$ cat config.mk
export PLATFORM = sky130hd
export DESIGN_NAME = ysyx_2022040010_ifu_fq_flat
export DESIGN_NICKNAME = d
export VERILOG_FILES = /design/src/rtl/ysyx_2022040010_ifu_fq_pkg.sv /design/src/rtl/ysyx_2022040010_ifu_fq_if.sv /design/src/rtl/ysyx_2022040010_fq_ram.sv /design/src/rtl/ysyx_2022040010_ifu_fq.sv /design/src/flat_wrapper.sv
export SDC_FILE = /design/constraint.sdc
export NUM_CORES = 1
export LEC_CHECK = 0
export CAP_MARGIN = 20
export CORE_MARGIN = 3
export CORE_UTILIZATION = 49
export CTS_BUF_LIST = sky130_fd_sc_hd__clkbuf_16
export CTS_CLUSTER_DIAMETER = 150
export CTS_CLUSTER_SIZE = 24
export DETAILED_ROUTE_END_ITERATION = 10
export GPL_TIMING_DRIVEN = 0
export PLACE_DENSITY_LB_ADDON = 0.12
export SLEW_MARGIN = 20
export SYNTH_ARGS = -nofsm -noshare
export SYNTH_HDL_FRONTEND = slang
export SYNTH_HIERARCHICAL = 1
export SYNTH_SLANG_ARGS = --single-unit
$ cat constraint.sdc
create_clock -name clk -period 8.2 [get_ports clk]
set_input_delay 1.64 -clock clk [delete_from_list [all_inputs] [get_ports clk]]
set_output_delay 1.64 -clock clk [all_outputs]
set_load 0.005 [all_outputs]
$ cat src/rtl/ysyx_2022040010_ifu_fq_pkg.sv
// Shared constants for the fetch-queue IF stage: reset fetch base, instruction
// step and the pointer-width helper used by the top and its queue storage.
package ysyx_2022040010_ifu_fq_pkg;

    // First fetch address after reset (memory base of the target SoC).
    localparam logic [63:0] PC_MBASE   = 64'h0000_0000_8000_0000;

    // Sequential fetch advances by one 32-bit instruction.
    localparam int          INST_BYTES = 4;

    // Queue pointers carry one extra wrap bit so full and empty are distinct.
    function automatic int fq_ptr_w(input int depth);
        return $clog2(depth) + 1;
    endfunction

endpackage

$ cat src/rtl/ysyx_2022040010_ifu_fq_if.sv
// Fetch-unit bus bundle: instruction SRAM request/response channel plus the
// IF->ID valid/ready channel. master = fetch unit, slave = SRAM/ID side.
interface ysyx_2022040010_ifu_fq_if #(
    parameter int PC_W   = 64,
    parameter int INST_W = 32
);
    // SRAM request channel
    logic              req_valid;
    logic              req_ready;
    logic [PC_W-1:0]   req_addr;
    // SRAM in-order response (always accepted)
    logic              rsp_valid;
    logic [INST_W-1:0] rsp_inst;
    // IF -> ID channel
    logic              id_valid;
    logic              id_ready;
    logic [PC_W-1:0]   id_pc;
    logic [INST_W-1:0] id_inst;

    modport master (
        output req_valid, req_addr, id_valid, id_pc, id_inst,
        input  req_ready, rsp_valid, rsp_inst, id_ready
    );

    modport slave (
        input  req_valid, req_addr, id_valid, id_pc, id_inst,
        output req_ready, rsp_valid, rsp_inst, id_ready
    );
endinterface

$ cat src/rtl/ysyx_2022040010_fq_ram.sv
// Fetch-queue storage: DEPTH entries of {pc, inst}. The pc half is written
// when a request is issued, the inst half when its response returns, so the
// two halves have independent write ports. Read is asynchronous so the head
// entry is visible to ID in the same cycle the pointer moves onto it.
module ysyx_2022040010_fq_ram #(
    parameter int DEPTH  = 4,
    parameter int PC_W   = 64,
    parameter int INST_W = 32,
    localparam int AW    = $clog2(DEPTH)
) (
    input  logic              clk,
    input  logic              pc_we,
    input  logic [AW-1:0]     pc_waddr,
    input  logic [PC_W-1:0]   pc_wdata,
    input  logic              inst_we,
    input  logic [AW-1:0]     inst_waddr,
    input  logic [INST_W-1:0] inst_wdata,
    input  logic [AW-1:0]     raddr,
    output logic [PC_W-1:0]   rd_pc,
    output logic [INST_W-1:0] rd_inst
);
    logic [PC_W-1:0]   pc_mem   [DEPTH];
    logic [INST_W-1:0] inst_mem [DEPTH];

    // Record the PC of a newly allocated entry.
    always_ff @(posedge clk) begin
        if (pc_we) begin
            pc_mem[pc_waddr] <= pc_wdata;
        end
    end

    // Fill the instruction of the oldest unfilled entry.
    always_ff @(posedge clk) begin
        if (inst_we) begin
            inst_mem[inst_waddr] <= inst_wdata;
        end
    end

    assign rd_pc   = pc_mem[raddr];
    assign rd_inst = inst_mem[raddr];
endmodule

$ cat src/rtl/ysyx_2022040010_ifu_fq.sv
// IF stage with fetch queue: issues sequential fetches, keeps up to FQ_DEPTH
// requests outstanding or buffered, pairs in-order responses with their PCs
// and hands them to ID. A redirect flushes the queue and counts the in-flight
// responses that must be thrown away (drop_cnt).
// Optional: define YSYX_IFU_PERF_EN to add perf_fetch/perf_flush/perf_stall.
module ysyx_2022040010_ifu_fq
    import ysyx_2022040010_ifu_fq_pkg::*;
#(
    parameter int              PC_W     = 64,
    parameter int              INST_W   = 32,
    parameter logic [PC_W-1:0] RESET_PC = PC_W'(PC_MBASE),
    parameter int              FQ_DEPTH = 4
) (
    input  logic                 clk,
    input  logic                 rst,
    input  logic                 br_e,
    input  logic [PC_W-1:0]      br_addr,
    ysyx_2022040010_ifu_fq_if.master bus
`ifdef YSYX_IFU_PERF_EN
    ,
    output logic [63:0]          perf_fetch,
    output logic [31:0]          perf_flush,
    output logic [63:0]          perf_stall
`endif
);
    localparam int              PTR_W  = fq_ptr_w(FQ_DEPTH);
    localparam int              AW     = PTR_W - 1;
    localparam logic [PTR_W:0]  FQ_CAP = (PTR_W + 1)'(FQ_DEPTH);

    // wptr: allocation (request issued), fptr: fill (response stored),
    // rptr: read (consumed by ID). Entries [rptr,fptr) are ready for ID,
    // [fptr,wptr) are waiting on the SRAM.
    logic [PC_W-1:0]  pc_reg,       pc_next;
    logic [PTR_W-1:0] wptr_reg,     wptr_next;
    logic [PTR_W-1:0] fptr_reg,     fptr_next;
    logic [PTR_W-1:0] rptr_reg,     rptr_next;
    logic [PTR_W-1:0] drop_cnt_reg, drop_cnt_next;
    logic             started_reg;

    logic [PTR_W-1:0] occ;
    logic [PTR_W-1:0] in_flight;
    logic [PTR_W:0]   budget;
    logic             req_valid;
    logic             req_fire;
    logic             rsp_fill;
    logic             rsp_drop;
    logic             id_valid;
    logic             id_fire;
    logic [PC_W-1:0]  rd_pc;
    logic [INST_W-1:0] rd_inst;

    // Stale responses still owed by the SRAM occupy queue slots too, so they
    // count against the budget until they have been drained.
    assign occ       = wptr_reg - rptr_reg;
    assign in_flight = wptr_reg - fptr_reg;
    assign budget    = {1'b0, occ} + {1'b0, drop_cnt_reg};

    assign req_valid = ~rst & started_reg & ~br_e & (budget < FQ_CAP);
    assign req_fire  = req_valid & bus.req_ready;
    assign rsp_fill  = bus.rsp_valid & ~br_e & (drop_cnt_reg == '0);
    assign rsp_drop  = bus.rsp_valid & ~br_e & (drop_cnt_reg != '0);
    assign id_valid  = ~rst & (fptr_reg != rptr_reg);
    assign id_fire   = id_valid & bus.id_ready;

    assign bus.req_valid = req_valid;
    assign bus.req_addr  = pc_reg;
    assign bus.id_valid  = id_valid;
    assign bus.id_pc     = rd_pc;
    assign bus.id_inst   = rd_inst;

    // Next-state for PC, queue pointers and drop counter; redirect wins.
    always_comb begin
        pc_next       = pc_reg;
        wptr_next     = wptr_reg;
        fptr_next     = fptr_reg;
        rptr_next     = rptr_reg;
        drop_cnt_next = drop_cnt_reg;
        if (br_e) begin
            // Everything issued but not yet filled becomes a drop; a response
            // arriving in this very cycle is one of those and is consumed now.
            pc_next       = br_addr;
            wptr_next     = '0;
            fptr_next     = '0;
            rptr_next     = '0;
            drop_cnt_next = drop_cnt_reg + in_flight - PTR_W'(bus.rsp_valid);
        end else begin
            if (req_fire) begin
                wptr_next = wptr_reg + PTR_W'(1);
                pc_next   = pc_reg + PC_W'(INST_BYTES);
            end
            if (rsp_fill) begin
                fptr_next = fptr_reg + PTR_W'(1);
            end
            if (rsp_drop) begin
                drop_cnt_next = drop_cnt_reg - PTR_W'(1);
            end
            if (id_fire) begin
                rptr_next = rptr_reg + PTR_W'(1);
            end
        end
    end

    // State registers; started_reg holds requests off for one cycle after reset.
    always_ff @(posedge clk) begin
        if (rst) begin
            pc_reg       <= RESET_PC;
            wptr_reg     <= '0;
            fptr_reg     <= '0;
            rptr_reg     <= '0;
            drop_cnt_reg <= '0;
            started_reg  <= 1'b0;
        end else begin
            pc_reg       <= pc_next;
            wptr_reg     <= wptr_next;
            fptr_reg     <= fptr_next;
            rptr_reg     <= rptr_next;
            drop_cnt_reg <= drop_cnt_next;
            started_reg  <= 1'b1;
        end
    end

    ysyx_2022040010_fq_ram #(
        .DEPTH  (FQ_DEPTH),
        .PC_W   (PC_W),
        .INST_W (INST_W)
    ) u_fq_ram (
        .clk        (clk),
        .pc_we      (req_fire),
        .pc_waddr   (wptr_reg[AW-1:0]),
        .pc_wdata   (pc_reg),
        .inst_we    (rsp_fill),
        .inst_waddr (fptr_reg[AW-1:0]),
        .inst_wdata (bus.rsp_inst),
        .raddr      (rptr_reg[AW-1:0]),
        .rd_pc      (rd_pc),
        .rd_inst    (rd_inst)
    );

`ifdef YSYX_IFU_PERF_EN
    // Free-running event counters: fetches issued, redirects, ID-starved cycles.
    always_ff @(posedge clk) begin
        if (rst) begin
            perf_fetch <= '0;
            perf_flush <= '0;
            perf_stall <= '0;
        end else begin
            if (req_fire) begin
                perf_fetch <= perf_fetch + 64'd1;
            end
            if (br_e) begin
                perf_flush <= perf_flush + 32'd1;
            end
            if (started_reg && !id_valid) begin
                perf_stall <= perf_stall + 64'd1;
            end
        end
    end
`endif

endmodule
$ cat src/flat_wrapper.sv
// flat-port wrapper written by rule: the top's interface ports become plain ports
module ysyx_2022040010_ifu_fq_flat import ysyx_2022040010_ifu_fq_pkg::*;
#(
    parameter int              PC_W     = 64,
    parameter int              INST_W   = 32,
    parameter logic [PC_W-1:0] RESET_PC = PC_W'(PC_MBASE),
    parameter int              FQ_DEPTH = 4
)
  (clk, rst, br_e, br_addr, bus_req_valid, bus_req_addr, bus_id_valid, bus_id_pc, bus_id_inst, bus_req_ready, bus_rsp_valid, bus_rsp_inst, bus_id_ready);
  ysyx_2022040010_ifu_fq_if #(.PC_W(PC_W), .INST_W(INST_W)) bus_i ();
  input  logic clk;
  input  logic rst;
  input  logic br_e;
  input  logic [PC_W-1:0] br_addr;
  output wire logic [$bits(bus_i.req_valid)-1:0] bus_req_valid;
  output wire logic [$bits(bus_i.req_addr)-1:0] bus_req_addr;
  output wire logic [$bits(bus_i.id_valid)-1:0] bus_id_valid;
  output wire logic [$bits(bus_i.id_pc)-1:0] bus_id_pc;
  output wire logic [$bits(bus_i.id_inst)-1:0] bus_id_inst;
  input wire logic [$bits(bus_i.req_ready)-1:0] bus_req_ready;
  input wire logic [$bits(bus_i.rsp_valid)-1:0] bus_rsp_valid;
  input wire logic [$bits(bus_i.rsp_inst)-1:0] bus_rsp_inst;
  input wire logic [$bits(bus_i.id_ready)-1:0] bus_id_ready;
  assign bus_req_valid = bus_i.req_valid;
  assign bus_req_addr = bus_i.req_addr;
  assign bus_id_valid = bus_i.id_valid;
  assign bus_id_pc = bus_i.id_pc;
  assign bus_id_inst = bus_i.id_inst;
  assign bus_i.req_ready = bus_req_ready;
  assign bus_i.rsp_valid = bus_rsp_valid;
  assign bus_i.rsp_inst = bus_rsp_inst;
  assign bus_i.id_ready = bus_id_ready;
  ysyx_2022040010_ifu_fq #(.PC_W(PC_W), .INST_W(INST_W), .RESET_PC(RESET_PC), .FQ_DEPTH(FQ_DEPTH)) u_core (.clk(clk), .rst(rst), .br_e(br_e), .br_addr(br_addr), .bus(bus_i));
endmodule
==> reports/results.tsv <==
metric	value	unit
vdd_drop_max	0.000159	V
post_drt_wl_per_cell	24.3	microns
ys_seq_area_frac	0.703	
drt-total-wl	47.1	mm
cp_cell_sequence	inv_1, ha_1, inv_1, fa_1, xor2_1, xnor2_1, ha_1, nor4b_1, nand4_1, inv_1, clkbuf_1, clkbuf_1, nor3b_4, buf_6, buf_6	
clock_latency	0.55	ns
vias	11300	
rows	70	
grt_max_degree	40	
path_delay_family	buffers and inverters	
synth_edf_count	384	
r2r_setup_slack	2.40	ns
io_buffers	263	
finalPower	4230	uW
netlist_area	0.0186	sq mm
synth_area_per_cell	16.8	sq um
dr.pass1.iters	5	
cts_buffers	23	
clkTransAtPathRegs	0.09	ns
tightest_slew	1.04	ns
grt_pass1_wl	71.0	mm
regToRegEndpoint	u_core/u_fq_ram/pc_mem[0][40]$_DFFE_PP_	
required	8.43	ns
period_minus_slack	5.80	ns
hp-class	register to register	
path_max_fanout	13	
async_reset_ff_frac	0	
rr_worst_depth	15	
grt_use_total	0.229	
final_nets	1527	
p_leak	0.00729	uW
dp_hpwl	32.9	mm
setup_violations	0	
die_w	201	microns
io_pins	264	
largest_reg_flops	256	
cp.depth	15	
r2r_start	u_core/wptr_reg[0]$_SDFFE_PP0P_	
critPathLaunchType	register	
clk_path_buf_depth	3	
core-area	0.0370	sq mm
die_h	201	microns
final_hold_viol_count	0	
worst_path_largest_cell_delay	0.70	ns
path_class	register to register	
cts_num_sinks	461	
critPathSlowestCell	nor3b_4	
p_per_area	186	mW/mm^2
drv_slew	0	
detail-route-antenna-nets	0	
syn_to_final_growth	22.7	%
via_per_inst	5.83	
slew_headroom	0.296	
start_util	0.503	
endpoint	u_core/u_fq_ram/pc_mem[0][40]$_DFFE_PP_	
synthCells	1107	
antenna_found_initial	5	
tns	0	ns
clock.fmax	173	MHz
finalCritPeriodShare	0.707	
cts_hold_buf	0	
synth.distinct_cells	61	
cts_resized	0	
finClkSkew	0.0235	ns
grt-ovfl-total	0	
htreeDepth	1	
drt-initial-drc-count	1010	
finalWeightedCongestion	0.924	
drcViolationCount	0	
die-area	0.0403	sq mm
yosys_warnings	6	
fillers	2822	
ys_ff_latch	461	
synth_nets	1224	
synth_flop_cell	edfxtp_1	
cap_violations	0	
critPathBufInv	7	
grt_pass1_vias	11200	
cts_setup_buffers	0	
startpoint	u_core/wptr_reg[0]$_SDFFE_PP0P_	
worst_ep_arrival_time	6.03	ns
cts_tree	done	
cpMostUsedCell	inv_1	
worstSetupEndpointType	register	
regMostFlops	u_core/u_fq_ram/pc_mem	
grt_setup_unrepaired	false	
hold_path.startpoint	u_core/bus.req_addr[0]$_SDFFE_PP0P_	
cts_root_buf	clkbuf_16	
drive_gt1_frac	0.124	
status	complete, no violations	
==> how the worst min path moves through the flow <==
stage	end	slack (ns)	cells after the start
floorplan	u_core/drop_cnt_reg[2]$_SDFFE_PP0P_	0.50	2
global placement	u_core/u_fq_ram/pc_mem[2][0]$_DFFE_PP_	0.52	0
detailed placement	u_core/u_fq_ram/pc_mem[1][0]$_DFFE_PP_	0.52	0
CTS	u_core/u_fq_ram/pc_mem[2][0]$_DFFE_PP_	0.54	0
global route	u_core/u_fq_ram/pc_mem[2][0]$_DFFE_PP_	0.56	0
finish	u_core/u_fq_ram/pc_mem[2][0]$_DFFE_PP_	0.53	0
==> worst register-to-register path, cell delays in order, from the launching register on <==
cell	delay, ns
dfxtp_1	0.58
inv_1	0.10
ha_1	0.21
inv_1	0.06
fa_1	0.18
xor2_1	0.19
xnor2_1	0.14
ha_1	0.24
nor4b_1	0.52
nand4_1	0.47
inv_1	0.32
clkbuf_1	0.58
clkbuf_1	0.68
nor3b_4	0.70
buf_6	0.28
buf_6	0.22
==> cell families (layout without fill, tap and decap cells) <==
group                    count (synthesis)  in the layout  share of synthesized area
other                                    0              4                          0
AND/OR/NAND/NOR                        293            293                     0.0831
buffers and inverters                   75            395                     0.0202
multiplexers                           109            109                      0.123
adder cells (fa/ha/maj)                 15             15                     0.0121
XOR/XNOR                                33             33                     0.0156
flip-flops                             461            461                      0.703
AO/OA/AOI/OAI                          121            121                     0.0423
==> stage by stage <==
stage	std cells	utilization	area [sq um]	setup WS [ns]	hold slack [ns]
after CTS	1931	0.617	22800	2.40	0.537
final	1935	0.617	22800	2.40	0.532
after floorplan	1107	-	18600	2.17	0.498
after detailed placement	1889	0.599	22100	2.27	0.523
after global routing	1934	0.617	22800	2.15	0.555
after global placement	1874	0.591	21900	-1.27	0.520
==> synthesized netlist by cell type (3+ instances only) <==
master / number / share of area
edfxtp_1: 384 / 0.62
mux4_2: 96 / 0.12
dfxtp_1: 77 / 0.083
nand2_1: 75 / 0.015
nor2_1: 56 / 0.011
nand3_1: 34 / 0.0092
nand4_1: 33 / 0.011
a21oi_1: 31 / 0.0083
clkbuf_1: 29 / 0.0059
xnor2_1: 24 / 0.011
a31oi_1: 20 / 0.0067
inv_1: 20 / 0.0040
and3_1: 19 / 0.0064
o21ai_0: 18 / 0.0048
buf_2: 14 / 0.0038
or3_1: 14 / 0.0047
mux2i_1: 13 / 0.0070
ha_1: 10 / 0.0067
nor3_1: 10 / 0.0027
or4_1: 10 / 0.0040
nor4_1: 9 / 0.0030
o211ai_1: 9 / 0.0036
xor2_1: 9 / 0.0042
o22ai_1: 6 / 0.0020
a211oi_1: 5 / 0.0020
a22oi_1: 5 / 0.0020
a41oi_1: 5 / 0.0024
and2_1: 5 / 0.0017
fa_1: 5 / 0.0054
and3b_1: 4 / 0.0019
buf_1: 4 / 0.00081
buf_8: 4 / 0.0032
or2_2: 4 / 0.0013
a21o_1: 3 / 0.0012
and4_1: 3 / 0.0014
nor3b_1: 3 / 0.0012
nor4_2: 3 / 0.0020
nor4b_1: 3 / 0.0014
o311ai_0: 3 / 0.0014
==> layer usage <==
metal,track usage,share of wire,vias up,routed length (microns)
met5,0,0.00028,-,13
met4,0.0657,0.030,2,1430
met3,0.0381,0.069,86,3240
met2,0.372,0.48,459,22600
met1,0.324,0.42,5714,19800
li1,-,-,5025,-
==> area by class of cell <==
type                            instances  area, sq um  area share
Tap cell                              504          631      0.0276
Sequential cell                       461        13100       0.573
Inverter                               21         78.8     0.00346
Clock inverter                         19         92.6     0.00406
Timing Repair Buffer                  278         2880       0.126
Multi-Input combinational cell        571         5170       0.227
Clock buffer                           23          576      0.0252
Buffer                                 54          297      0.0130
Antenna cell                            4         10.0    0.000439
==> where the power goes <==
group	switching, uW	leakage (uW)	internal (uW)
Combinational	155	0.00276	195
Clock	706	0.000388	522
Sequential	64.4	0.00414	2590
Total	926	0.00729	3310
==> layout by cell type, fill, tap and decap left out, types with 5 or more instances in the layout <==
master           netlist  routed
edfxtp_1             384     384
clkdlybuf4s50_1        0     263
mux4_2                96      96
dfxtp_1               77      77
nand2_1               75      75
nor2_1                56      56
inv_1                 20      37
nand3_1               34      34
nand4_1               33      33
a21oi_1               31      31
clkbuf_1              29      29
xnor2_1               24      24
clkbuf_16              0      23
a31oi_1               20      20
o21ai_0               18      18
and3_1                19      17
buf_2                 14      14
or3_1                 14      14
mux2i_1               13      13
nor3_1                10      10
or4_1                 10      10
ha_1                  10      10
xor2_1                 9       9
o211ai_1               9       9
nor4_1                 9       9
buf_6                  2       9
o22ai_1                6       6
and2_1                 5       5
a211oi_1               5       5
a22oi_1                5       5
a41oi_1                5       5
fa_1                   5       5
buf_16                 0       5
Power figures use the tool's default switching activity.
